==> config.mk <==
export PLATFORM = sky130hd
export DESIGN_NAME = multicycle_control_flat
export DESIGN_NICKNAME = d
export VERILOG_FILES = /design/src/rtl/multicycle_control_if.sv /design/src/rtl/multicycle_control.sv /design/src/flat_wrapper.sv
export SDC_FILE = /design/constraint.sdc
export NUM_CORES = 1
export LEC_CHECK = 0
export CORE_MARGIN = 2
export CORE_UTILIZATION = 49
export DETAILED_ROUTE_END_ITERATION = 6
export PLACE_DENSITY = 0.84
export SYNTH_ARGS = -nofsm -noshare
export SYNTH_HDL_FRONTEND = slang
export SYNTH_SLANG_ARGS = --single-unit
export TNS_END_PERCENT = 50
==> constraint.sdc <==
create_clock -name clk -period 2.95 [get_ports clk]
set_clock_uncertainty 0.05 [all_clocks]
set_input_delay 0.295 -clock clk [delete_from_list [all_inputs] [get_ports clk]]
set_output_delay 0.295 -clock clk [all_outputs]
set_load 0.01 [all_outputs]
==> src/rtl/multicycle_control_if.sv <==
// Handshake and control bundle between fetch/memory (master) and the
// multi-cycle controller (slave).
interface multicycle_control_if #(
    parameter int OPCODE_W = 6
) ();
    logic [OPCODE_W-1:0] opcode;
    logic                op_valid;
    logic                op_ready;
    logic                mem_ready;
    logic                RegWrite;
    logic [1:0]          ALUOp;
    logic                RegDst;
    logic                ALUSrc;
    logic                MemWrite;
    logic                MemRead;
    logic                MemtoReg;
    logic                Branch;
    logic                illegal;
    logic                mem_err;

    modport master (
        output opcode, op_valid, mem_ready,
        input  op_ready, RegWrite, ALUOp, RegDst, ALUSrc,
        input  MemWrite, MemRead, MemtoReg, Branch, illegal, mem_err
    );

    modport slave (
        input  opcode, op_valid, mem_ready,
        output op_ready, RegWrite, ALUOp, RegDst, ALUSrc,
        output MemWrite, MemRead, MemtoReg, Branch, illegal, mem_err
    );
endinterface

==> src/rtl/multicycle_control.sv <==
// Multi-cycle instruction controller: IDLE -> DECODE -> EXEC -> (MEM) -> WB.
// Datapath controls are decoded from the current state and the opcode latched
// at accept time. MEM waits on mem_ready with a bounded timeout.
// Optional feature macro: CTRL_BRANCH_EN (adds BEQ with a one-cycle Branch
// strobe in EXEC; without it opcode 5 is illegal and Branch is constant 0).
module multicycle_control #(
    parameter int OPCODE_W    = 6,
    parameter int OP_RTYPE    = 4,
    parameter int OP_ADDIU    = 12,
    parameter int OP_SUBIU    = 13,
    parameter int OP_SW       = 16,
    parameter int OP_LW       = 17,
`ifdef CTRL_BRANCH_EN
    parameter int OP_BEQ      = 5,
`endif
    parameter int MEM_TIMEOUT = 15
) (
    input  logic                 clk,
    input  logic                 rst,
    multicycle_control_if.slave  bus
);
    localparam int CNT_W = $clog2(MEM_TIMEOUT + 1);

    typedef enum logic [2:0] {
        S_IDLE,
        S_DECODE,
        S_EXEC,
        S_MEM,
        S_WB
    } state_t;

    state_t              state_q, state_d;
    logic [OPCODE_W-1:0] opcode_q, opcode_d;
    logic [CNT_W-1:0]    cnt_q, cnt_d;

    logic is_rtype, is_addiu, is_subiu, is_sw, is_lw, is_beq, supported, timed_out;

    // Classify the latched opcode once; everything downstream uses these flags.
    always_comb begin
        is_rtype  = (opcode_q == OPCODE_W'(OP_RTYPE));
        is_addiu  = (opcode_q == OPCODE_W'(OP_ADDIU));
        is_subiu  = (opcode_q == OPCODE_W'(OP_SUBIU));
        is_sw     = (opcode_q == OPCODE_W'(OP_SW));
        is_lw     = (opcode_q == OPCODE_W'(OP_LW));
`ifdef CTRL_BRANCH_EN
        is_beq    = (opcode_q == OPCODE_W'(OP_BEQ));
`else
        is_beq    = 1'b0;
`endif
        supported = is_rtype | is_addiu | is_subiu | is_sw | is_lw | is_beq;
        // Counter holds the 1-based index of the current MEM cycle.
        timed_out = (cnt_q == CNT_W'(MEM_TIMEOUT));
    end

    // State, opcode latch and MEM cycle counter registers.
    always_ff @(posedge clk) begin
        if (rst) begin
            state_q  <= S_IDLE;
            opcode_q <= '0;
            cnt_q    <= '0;
        end else begin
            state_q  <= state_d;
            opcode_q <= opcode_d;
            cnt_q    <= cnt_d;
        end
    end

    // Next-state logic; counter is loaded with 1 on MEM entry and cleared on exit.
    always_comb begin
        state_d  = state_q;
        opcode_d = opcode_q;
        cnt_d    = cnt_q;
        case (state_q)
            S_IDLE: begin
                if (bus.op_valid) begin
                    opcode_d = bus.opcode;
                    state_d  = S_DECODE;
                end
            end
            S_DECODE: state_d = supported ? S_EXEC : S_IDLE;
            S_EXEC: begin
                if (is_sw || is_lw) begin
                    state_d = S_MEM;
                    cnt_d   = CNT_W'(1);
                end else if (is_beq) begin
                    state_d = S_IDLE;
                end else begin
                    state_d = S_WB;
                end
            end
            S_MEM: begin
                // A ready on the final allowed cycle still completes normally.
                if (bus.mem_ready) begin
                    state_d = is_lw ? S_WB : S_IDLE;
                    cnt_d   = '0;
                end else if (timed_out) begin
                    state_d = S_IDLE;
                    cnt_d   = '0;
                end else begin
                    cnt_d   = cnt_q + CNT_W'(1);
                end
            end
            S_WB:    state_d = S_IDLE;
            default: state_d = S_IDLE;
        endcase
    end

    // Phase-decoded datapath controls; everything is 0 outside its phase.
    always_comb begin
        bus.op_ready = 1'b0;
        bus.RegWrite = 1'b0;
        bus.ALUOp    = 2'b00;
        bus.RegDst   = 1'b0;
        bus.ALUSrc   = 1'b0;
        bus.MemWrite = 1'b0;
        bus.MemRead  = 1'b0;
        bus.MemtoReg = 1'b0;
        bus.Branch   = 1'b0;
        bus.illegal  = 1'b0;
        bus.mem_err  = 1'b0;
        case (state_q)
            S_IDLE:   bus.op_ready = 1'b1;
            S_DECODE: bus.illegal  = ~supported;
            S_EXEC: begin
                bus.ALUOp  = is_rtype ? 2'b10 : ((is_subiu || is_beq) ? 2'b00 : 2'b01);
                bus.ALUSrc = ~(is_rtype | is_beq);
`ifdef CTRL_BRANCH_EN
                bus.Branch = is_beq;
`endif
            end
            S_MEM: begin
                // Only loads and stores reach MEM, both using base + offset.
                bus.ALUOp    = 2'b01;
                bus.ALUSrc   = 1'b1;
                bus.MemRead  = is_lw;
                bus.MemWrite = is_sw;
                bus.mem_err  = timed_out & ~bus.mem_ready;
            end
            S_WB: begin
                bus.RegWrite = 1'b1;
                bus.RegDst   = is_rtype;
                bus.MemtoReg = is_lw;
            end
            default: ;
        endcase
    end
endmodule

==> src/flat_wrapper.sv <==
// flat-port wrapper written by rule: the top's interface ports become plain ports
module multicycle_control_flat 
#(
    parameter int OPCODE_W    = 6,
    parameter int OP_RTYPE    = 4,
    parameter int OP_ADDIU    = 12,
    parameter int OP_SUBIU    = 13,
    parameter int OP_SW       = 16,
    parameter int OP_LW       = 17,

    parameter int MEM_TIMEOUT = 15
)
  (clk, rst, bus_opcode, bus_op_valid, bus_mem_ready, bus_op_ready, bus_RegWrite, bus_ALUOp, bus_RegDst, bus_ALUSrc, bus_MemWrite, bus_MemRead, bus_MemtoReg, bus_Branch, bus_illegal, bus_mem_err);
  multicycle_control_if #(.OPCODE_W(OPCODE_W)) bus_i ();
  input  logic clk;
  input  logic rst;
  input wire logic [$bits(bus_i.opcode)-1:0] bus_opcode;
  input wire logic [$bits(bus_i.op_valid)-1:0] bus_op_valid;
  input wire logic [$bits(bus_i.mem_ready)-1:0] bus_mem_ready;
  output wire logic [$bits(bus_i.op_ready)-1:0] bus_op_ready;
  output wire logic [$bits(bus_i.RegWrite)-1:0] bus_RegWrite;
  output wire logic [$bits(bus_i.ALUOp)-1:0] bus_ALUOp;
  output wire logic [$bits(bus_i.RegDst)-1:0] bus_RegDst;
  output wire logic [$bits(bus_i.ALUSrc)-1:0] bus_ALUSrc;
  output wire logic [$bits(bus_i.MemWrite)-1:0] bus_MemWrite;
  output wire logic [$bits(bus_i.MemRead)-1:0] bus_MemRead;
  output wire logic [$bits(bus_i.MemtoReg)-1:0] bus_MemtoReg;
  output wire logic [$bits(bus_i.Branch)-1:0] bus_Branch;
  output wire logic [$bits(bus_i.illegal)-1:0] bus_illegal;
  output wire logic [$bits(bus_i.mem_err)-1:0] bus_mem_err;
  assign bus_i.opcode = bus_opcode;
  assign bus_i.op_valid = bus_op_valid;
  assign bus_i.mem_ready = bus_mem_ready;
  assign bus_op_ready = bus_i.op_ready;
  assign bus_RegWrite = bus_i.RegWrite;
  assign bus_ALUOp = bus_i.ALUOp;
  assign bus_RegDst = bus_i.RegDst;
  assign bus_ALUSrc = bus_i.ALUSrc;
  assign bus_MemWrite = bus_i.MemWrite;
  assign bus_MemRead = bus_i.MemRead;
  assign bus_MemtoReg = bus_i.MemtoReg;
  assign bus_Branch = bus_i.Branch;
  assign bus_illegal = bus_i.illegal;
  assign bus_mem_err = bus_i.mem_err;
  multicycle_control #(.OPCODE_W(OPCODE_W), .OP_RTYPE(OP_RTYPE), .OP_ADDIU(OP_ADDIU), .OP_SUBIU(OP_SUBIU), .OP_SW(OP_SW), .OP_LW(OP_LW), .MEM_TIMEOUT(MEM_TIMEOUT)) u_core (.clk(clk), .rst(rst), .bus(bus_i));
endmodule
==> run_results.csv, run 1 <==
group,metric,value,unit
synth,async_flop_share,0,%
synth,synth_xor_area_share,1.131,%
cts,path_clk_slew,0.08,ns
floorplanning,start_util,52.02,%
sta,grt_setup_unrepaired,"no",
synth,yosysWarnings,0,
synth,synth_flop_cell,"dfxtp_1",
sta,fin_tns_setup,0,ns
grt,antenna_found_initial,0,
layout,syn2layout_area_growth,25.69,%
drt,wl,1707,um
worst_setup_path,cp-start-kind,"flop",
layout,diodes,0,
pwr,peakVddDrop,0.2864,mV
layout,nets,122,
worst_setup_path,crit_start,"u_core.state_q[2]",
synth,synth-seq-area-share,33.60,%
synth,ys_seq_elements,13,
sta,period_needed,2.558,ns
drt,avgRoutedWirePerCell,13.55,um
sta,hold_violations,0,
worst_setup_path,path_max_fanout,9,
synth,syn_area_per_cell,8.418,sq um
sta,period_share,86.71,%
cts,htree_levels,1,
pwr,powerDensity,377.5,nW/um^2
grt,overflow,0,
worst_setup_path,reg2reg_depth,4,
synth,synth_top_area_share,33.60,%
pwr,pwr-share-comb,16.3,%
synth,synth.largest_area_cell,"dfxtp_1",
worst_setup_path,endpoint_kind,"primary output",
drt,drtIter0Drc,17,
floorplanning,core,1489,sq um
synth,yosysUniqueCellTypes,37,
place,gp_congestion,0.8780,
pwr,p_seq_share,52.4,%
worst_setup_path,required,2.61,ns
grt,grt_pass1_vias,649,
synth,synth.area.mux_share,7.754,%
place,numPortBuffers,20,
cts,clkSinkCount,13,
synth,synth_top_cells_by_count,"dfxtp_1 (13), nor2_1 (11), nor3_1 (8)",
pwr,switching_share,27.24,%
cts,clkLatencyLatePin,0.29,ns
sta,setup_viol,0,
synth,synth.most_common_cell,"dfxtp_1",
sta,fmax,0.3909,GHz
worst_setup_path,crit_type,"reg -> out",
cts,postCtsHoldBufs,0,
synth,synth-compound-area-share,14.70,%
cts,postCtsSetupBuffers,0,
cts,cts_buffers,3,
floorplanning,die_h,43.76,um
floorplanning,dieArea,1915,sq um
synth,synth.area.top_cells,"dfxtp_1 (34%), mux2i_1 (7.8%), nor2_1 (5.3%), nor3_1 (5.2%), nand2b_1 (4.0%)",
cts,cts_resized,0,
pwr,switching_power,0.0001001,W
cts,cts_tree,"yes",
place,hpwl,1239,um
job,maxCapViolCount,0,
min_path,min_from,"u_core.opcode_q[4]",
min_path,hold_depth,2,
sta,slew_headroom,64.74,%
run_status,outcome,"finished clean",
drt,num_vias,712,
floorplanning,die_w,43.76,um
pwr,leakagePower,0.3726,nW
worst_setup_path,r2r_start,"u_core.state_q[2]",
drt,via_per_inst,5.651,
pwr,pwr-share-clk,31.2,%
synth,synthCells,92,
min_path,hold_end,"u_core.opcode_q[4]",
sta,max_slew.worst_pin.slew,0.5273,ns
synth,yosys.area_share.simple,34.09,%
worst_setup_path,rrSetupSlack,1.32,ns
grt,grt_pass1_wl,2801,um
min_path,hold_path.class,"reg -> reg",
synth,post_synth_fa_ha_maj_area_fraction,1.616,%
grt,grtUsageTotal,20.70,%
floorplanning,rows,14,
cts,cts-root-buf,"clkbuf_4",
drt,drc,0,
synth,synth_edf_count,0,
drt,first_pass_iters,4,
synth,synth_top_family_by_area,"simple AND/OR/NAND/NOR gates",
worst_setup_path,rr_endpoint,"u_core.cnt_q[0]",
synth,syn_area,774.5,sq um
synth,synthesis.nets,103,
grt,grt_max_degree,15,
cts,cts_max_path_buffers,2,
pwr,p_int,0.0002674,W
layout,drive_gt1_share,10.00,%
sta,drv_slew,0,
drt,antenna_left,0,
layout,final_util,65.38,%
floorplanning,ios,22,
worst_setup_path,cp.arrival,2.21,ns
## critical path, stage by stage (launching register included)
cell and delay (ns):
dfxtp_1 0.36, nand2b_1 0.30, or4_4 0.55, nor3_1 0.15, clkdlybuf4s50_1 0.56
## how the worst max path moves through the flow
stage,slack (ns),cells past startpoint,end
2_1_floorplan,1.19,3,bus_MemWrite
3_3_place_gp,0.71,4,bus_MemWrite
3_5_place_dp,0.73,4,bus_MemWrite
4_1_cts,0.40,4,bus_MemWrite
5_1_grt,0.28,4,bus_MemWrite
6_report,0.39,4,bus_MemWrite
## layout by cell type (no fill, tap or decap), types with 2 or more instances in the layout
cell type        instances
dfxtp_1                 13
a31oi_1                  3
mux2i_1                  6
nand2b_1                 5
o21ai_0                  2
nor3_1                   8
nand2_1                  4
nor3b_1                  2
clkdlybuf4s50_1         20
nor2_1                  11
a21oi_1                  4
nand3_1                  2
a211oi_1                 3
o21ai_1                  2
clkbuf_4                 3
and3_1                   3
## metrics by stage
| step | hold slack (ns) | std cells | setup slack [ns] | power [W] | cell area, sq um |
|---|---|---|---|---|---|
| global route | 0.4838 | 126 | 0.2795 | 0.0003837 | 973.4 |
| finish | 0.4666 | 126 | 0.3920 | 0.0003674 | 973.4 |
| CTS | 0.4740 | 126 | 0.3968 | 0.0003679 | 973.4 |
| floorplan | 0.3178 | 92 | 1.190 | 0.0002349 | 774.5 |
| detailed placement | 0.4557 | 122 | 0.7330 | 0.0002560 | 947.2 |
| global placement | 0.4383 | 122 | 0.7101 | 0.0002545 | 947.2 |
## routing by layer
metal / GRT usage, % / vias to the layer above / wire, um
li1: - / 362 / -
met1: 25.52 / 323 / 780
met2: 31.47 / 22 / 783
met3: 5.000 / 5 / 91
met4: 14.55 / 0 / 51
met5: 0 / - / 0
## flip-flops by register name, summed over array words and instances (netlist names)
| name | flops |
|---|---|
| u_core.opcode_q | 6 |
| u_core.state_q | 3 |
| u_core.cnt_q | 4 |
## area by class of cell
cell class,instances,area [sq um]
clock buffer,4,26.28
fill,116,515.5
inverter,1,3.754
multi-input combinational,72,462.9
sequential,13,260.3
tap,16,20.02
timing repair buffer,20,200.2
## power groups by stage
stage	clock network [W]	logic (W)	registers, W
after global routing	0.000125	0.0000652	0.000194
after CTS	0.000116	0.0000602	0.000192
after global placement	0	0.0000586	0.000196
after floorplan	0	0.0000436	0.000191
after detailed placement	0	0.0000597	0.000196
final	0.000115	0.0000600	0.000193
## cell families after synthesis
group / Yosys count
compound gates: 18
xor+xnor: 1
fa+ha+maj: 1
buf+inv: 7
flops: 13
mux: 6
other cells: 1
simple gates: 45
No activity file was read; power rests on OpenSTA's default activity.
==> run 2: changes to the inputs <==
--- a/config.mk
+++ b/config.mk
@@ -8,6 +8,7 @@
 export CORE_MARGIN = 2
 export CORE_UTILIZATION = 49
 export DETAILED_ROUTE_END_ITERATION = 6
+export GPL_TIMING_DRIVEN = 1
 export PLACE_DENSITY = 0.84
 export SYNTH_ARGS = -nofsm -noshare
 export SYNTH_HDL_FRONTEND = slang
==> results of run 2 <==
Final layout, timing and power as in run 1 (identical DEF).
